===== src/rtl/sseg_scan_ctrl.sv =====
// Self-timed N-digit common-anode 7-segment scanner with WIN/LOSE messages.
// Define SSEG_BLINK_EN to blink the WIN/LOSE message every BLINK_FRAMES frames.
module sseg_scan_ctrl #(
  parameter int NUM_DIGITS   = 4,
  parameter int REFRESH_DIV  = 100000,
  parameter int BLINK_FRAMES = 64
) (
  input  logic                          clk,
  input  logic                          rst_n,
  input  logic [4*NUM_DIGITS-1:0]       digits,
  input  logic [NUM_DIGITS-1:0]         dp_mask,
  input  logic [NUM_DIGITS-1:0]         blank_mask,
  input  logic [1:0]                    mode,
  output logic [6:0]                    seg,
  output logic [NUM_DIGITS-1:0]         an,
  output logic                          dp,
  output logic [$clog2(NUM_DIGITS)-1:0] digit_idx,
  output logic                          frame_tick
);

  localparam int IW = $clog2(NUM_DIGITS);
  localparam int CW = $clog2(REFRESH_DIV);

  if (NUM_DIGITS < 2 || NUM_DIGITS > 8) begin : g_bad_nd
    $error("NUM_DIGITS must be 2..8");
  end
  if (REFRESH_DIV < 2) begin : g_bad_div
    $error("REFRESH_DIV must be >= 2");
  end
  if (BLINK_FRAMES < 1) begin : g_bad_blink
    $error("BLINK_FRAMES must be >= 1");
  end

  function automatic logic [6:0] hex7(input logic [3:0] v);
    logic [6:0] s;
    case (v)
      4'h0: s = 7'h40;
      4'h1: s = 7'h79;
      4'h2: s = 7'h24;
      4'h3: s = 7'h30;
      4'h4: s = 7'h19;
      4'h5: s = 7'h12;
      4'h6: s = 7'h02;
      4'h7: s = 7'h78;
      4'h8: s = 7'h00;
      4'h9: s = 7'h10;
      4'hA: s = 7'h08;
      4'hB: s = 7'h03;
      4'hC: s = 7'h46;
      4'hD: s = 7'h21;
      4'hE: s = 7'h06;
      default: s = 7'h0E;
    endcase
    return s;
  endfunction

  logic [CW-1:0]         cnt_q, cnt_d;
  logic [IW-1:0]         idx_q, idx_d;
  logic                  tick_q;
  logic [6:0]            seg_q, seg_d;
  logic [NUM_DIGITS-1:0] an_q, an_d;
  logic                  dp_q, dp_d;
  logic                  step, wrap;
  logic                  msg, blink_dark, dark;
  logic [3:0]            val;

  assign step = cnt_q == CW'(REFRESH_DIV - 1);
  assign wrap = step && (idx_q == IW'(NUM_DIGITS - 1));
  assign msg  = (mode == 2'b01) || (mode == 2'b10);

  always_comb begin
    cnt_d = step ? '0 : cnt_q + CW'(1);
    idx_d = idx_q;
    if (step) begin
      idx_d = wrap ? '0 : idx_q + IW'(1);
    end
  end

`ifdef SSEG_BLINK_EN
  localparam int BW = (BLINK_FRAMES > 1) ? $clog2(BLINK_FRAMES) : 1;

  logic [BW-1:0] fcnt_q, fcnt_d;
  logic          phase_q, phase_d;

  // Count on the wrap edge itself so the phase flips exactly at a frame start.
  always_comb begin
    fcnt_d  = fcnt_q;
    phase_d = phase_q;
    if (wrap) begin
      if (fcnt_q == BW'(BLINK_FRAMES - 1)) begin
        fcnt_d  = '0;
        phase_d = ~phase_q;
      end else begin
        fcnt_d = fcnt_q + BW'(1);
      end
    end
  end

  always_ff @(posedge clk or negedge rst_n) begin
    if (!rst_n) begin
      fcnt_q  <= '0;
      phase_q <= 1'b0;
    end else begin
      fcnt_q  <= fcnt_d;
      phase_q <= phase_d;
    end
  end

  assign blink_dark = phase_q & msg;
`else
  assign blink_dark = 1'b0;
`endif

  assign dark = blank_mask[idx_q] | (mode == 2'b11) | blink_dark;

  always_comb begin
    seg_d = 7'h7F;
    an_d  = '1;
    dp_d  = 1'b1;
    val   = digits[4*idx_q +: 4];
    unique case (1'b1)
      mode == 2'b01: val = 4'hA;
      mode == 2'b10: val = 4'hF;
      default:       dp_d = ~dp_mask[idx_q];
    endcase
    if (dark) begin
      dp_d = 1'b1;
    end else begin
      seg_d = hex7(val);
      an_d  = ~(NUM_DIGITS'(1) << idx_q);
    end
  end

  always_ff @(posedge clk or negedge rst_n) begin
    if (!rst_n) begin
      cnt_q  <= '0;
      idx_q  <= '0;
      tick_q <= 1'b0;
      seg_q  <= 7'h7F;
      an_q   <= '1;
      dp_q   <= 1'b1;
    end else begin
      cnt_q  <= cnt_d;
      idx_q  <= idx_d;
      tick_q <= wrap;
      seg_q  <= seg_d;
      an_q   <= an_d;
      dp_q   <= dp_d;
    end
  end

  assign seg        = seg_q;
  assign an         = an_q;
  assign dp         = dp_q;
  assign digit_idx  = idx_q;
  assign frame_tick = tick_q;

endmodule


===== config.mk =====
export PLATFORM = sky130hd
export DESIGN_NAME = sseg_scan_ctrl
export DESIGN_NICKNAME = d
export VERILOG_FILES = /design/src/rtl/sseg_scan_ctrl.sv
export SDC_FILE = /design/constraint.sdc
export NUM_CORES = 1
export LEC_CHECK = 0
export BUFFER_PORTS_ARGS = -buffer_cell sky130_fd_sc_hd__clkbuf_2
export CORE_MARGIN = 10
export CORE_UTILIZATION = 50
export DETAILED_ROUTE_END_ITERATION = 8
export PLACE_DENSITY = 0.8
export REMOVE_ABC_BUFFERS = 1
export SLEW_MARGIN = 5
export SYNTH_ARGS = -nofsm -noshare
export SYNTH_HDL_FRONTEND = slang
export SYNTH_SLANG_ARGS = --single-unit

===== constraint.sdc =====
create_clock -name clk -period 3.05 [get_ports clk]
set_input_delay 0.4575 -clock clk [delete_from_list [all_inputs] [get_ports clk]]
set_output_delay 0.4575 -clock clk [all_outputs]
set_load 0.005 [all_outputs]

==> impl_metrics.env <==
export IMPL_status="finished clean"
export IMPL_yosysWarnings=0
export IMPL_grt_pass1_vias=1444
export IMPL_power_total_uw=971
export IMPL_grt_overflow=0
export IMPL_netlist_area_mm2=0.00194
export IMPL_areaGrowthSynthToFinish_pct=19.0
export IMPL_layout_drive_gt1_share_pct=34.1
export IMPL_crit_arrival_ps=2690
export IMPL_cts_resized=0
export IMPL_yosysSeqAreaShare_pct=42.0
export IMPL_fp_dieW_um=82.4
export IMPL_yosysTopAreaCell="dfrtp_1"
export IMPL_max_freq_mhz=399
export IMPL_yosys_area_share_simple_pct=19.2
export IMPL_dr_wl_met2_um=1940
export IMPL_ctsHtreeMaxLevel=2
export IMPL_yosys_top_cells_area="dfrtp_1 (26%), dfstp_2 (16%), ha_1 (9.0%)"
export IMPL_peakVddDrop_mv=0.255
export IMPL_final_common_cell="clkbuf_2"
export IMPL_grt_pass1_wl_um=6510
export IMPL_max_slew_margin_rel_pct=49.8
export IMPL_synthArstFlopShare_pct=100
export IMPL_start_util_pct=52.3
export IMPL_fin_nets=264
export IMPL_yosys_cell_types_count=44
export IMPL_crit_type="flip-flop to flip-flop"
export IMPL_rsz0062_at_grt="no"
export IMPL_vias=1474
export IMPL_die_area_mm2=0.00678
export IMPL_fin_area_mm2=0.00231
export IMPL_layout_common_cells="clkbuf_2 (42), dfrtp_1 (20), nand2_1 (14), ha_1 (14)"
export IMPL_numCtsBuffers=5
export IMPL_dieHeight_um=82.4
export IMPL_rows=22
export IMPL_grt_usage_pct=12.4
export IMPL_synth_compound_area_share_pct=9.14
export IMPL_gp_congestion=0.840
export IMPL_antenna_left=0
export IMPL_antenna_cells=0
export IMPL_synth_top_family_by_area="simple AND/OR/NAND/NOR gates"
export IMPL_period_needed_ps=2510
export IMPL_tns_ps=0
export IMPL_wirelength_met1_um=1890
export IMPL_start_kind="flip-flop"
export IMPL_syn_inst=175
export IMPL_portBuffers=42
export IMPL_max_clock_path_buffers=2
export IMPL_hold_violations=0
export IMPL_ys_flop_type="dfrtp_1"
export IMPL_finClkSkew_ps=5.36
export IMPL_p_leak_uw=0.00108
export IMPL_drc=0
export IMPL_cp_max_fo=8
export IMPL_synth_edf_count=0
export IMPL_met3WireLength_um=193
export IMPL_cts_tree="built"
export IMPL_antenna_found_initial=0
export IMPL_cts_root_buf="clkbuf_8"
export IMPL_power_density_mw_per_mm2=420
export IMPL_muxShareOfSynthArea_pct=11.2
export IMPL_setup_viol=0
export IMPL_place_area_mm2=0.00220
export IMPL_fill_cells=311
export IMPL_required_ps=3230
export IMPL_synth_seq_cells=32
export IMPL_cts_hold_buffers=0
export IMPL_synthAdderAreaFrac_pct=9.01
export IMPL_seq_area_um2=816
export IMPL_wl_um=4060
export IMPL_cts_sinks=32
export IMPL_final_max_slew_violation_count=0
export IMPL_top_layer_used="met4"
export IMPL_core_area_mm2=0.00372
export IMPL_maxCapViolCount=0
export IMPL_min_path_type="primary input to asynchronous set/reset pin"
export IMPL_post_drt_wl_per_cell_um=15.0
export IMPL_clkLatencyLatePin_ps=280
export IMPL_io_pins=43
export IMPL_vias_per_cell=5.44
export IMPL_place_hpwl_um=3160
export IMPL_worstMarginPinSlew_ps=753
export IMPL_dr_first_iter_drc_count=111
export IMPL_clk_pin_slew_worst_paths_ps=70
export IMPL_synth_top_area_share_pct=25.7
export IMPL_end_kind="flip-flop"
export IMPL_period_share_pct=82.1
export IMPL_firstDrtPassIters=4
export IMPL_grt_max_degree=33
export IMPL_synth_xor_area_share_pct=5.86
export IMPL_multi_input_area_mm2=0.00106
export IMPL_postSynthAreaPerCell_um2=11.1
export IMPL_post_cts_buffers=0
## worst max-delay path: stages, from the launching register on
cell	delay, ps
dfrtp_1	480
mux4_2	560
a21boi_0	190
buf_4	170
inv_1	60
ha_1	280
o41ai_2	410
a221o_1	160
o211ai_1	80
## cells in the mapped netlist, types with 5 or more instances
cell type  number
nand2_1        14
xnor2_1         6
xor2_1          7
inv_1           6
o211ai_1        5
ha_1           14
nand4_1         5
nor2_1         12
nand3_1        10
mux2i_1         6
dfrtp_1        20
dfstp_2        12
## power by group
part,switching (µW),internal [µW]
clock network,158,241
logic,67.6,58.9
registers,2.87,442
## flip-flops by register name, summed over array words and instances, names as in the netlist
register / cells
cnt_q: 17
seg: 7
an: 4
digit_idx: 2
dp: 1
frame_tick: 1
## cells by family (layout without fill, tap and decap cells)
group	after synthesis	in the layout
and+or+nand+nor	68	68
AOI/OAI and AO/OA	22	22
muxes	13	13
buffers and inverters	13	61
DFF	32	32
xor gates and xnor gates	13	13
adders and majority gates	14	14
## final timing paths
| kind | start | to | slack, ps | cells after the start |
|---|---|---|---|---|
| worst min-delay path | rst_n | cnt_q[14] | 230 | 1 |
| min in group clk | cnt_q[0] | cnt_q[0] | 490 | 1 |
| worst max-delay path | digit_idx[0] | seg[0] | 540 | 8 |
| max in group asynchronous | rst_n | cnt_q[6] | 2340 | 1 |
| worst min register to register | cnt_q[0] | cnt_q[0] | 490 | 1 |
| worst max register to register | digit_idx[0] | seg[0] | 540 | 8 |
## area by class of cell
| type | instances | share of cell area, % |
|---|---|---|
| Clock inverter | 3 | 1.84 |
| Inverter | 6 | 0.973 |
| Sequential cell | 32 | 35.2 |
| Clock buffer | 5 | 2.97 |
| Timing Repair Buffer | 47 | 10.7 |
| Tap cell | 48 | 2.59 |
| Multi-Input combinational cell | 130 | 45.7 |
## per-stage QoR
step                      cells  utilization [%]  hold slack [ps]  setup WS [ps]
after floorplan             168                -              162            368
after global placement      263             59.3              472            534
after detailed placement    263             59.3              486            452
after CTS                   271             62.3              259            549
after global routing        271             62.3              288            430
final                       271             62.3              232            545
## layer usage
| metal | up-vias | global-route usage, % |
|---|---|---|
| met3 | 5 | 3.46 |
| met1 | 709 | 15.4 |
| met4 | 0 | 4.59 |
| met5 | - | 0 |
| met2 | 33 | 20.1 |
| li1 | 727 | - |
Note: power is estimated with default switching activity, not from simulation.
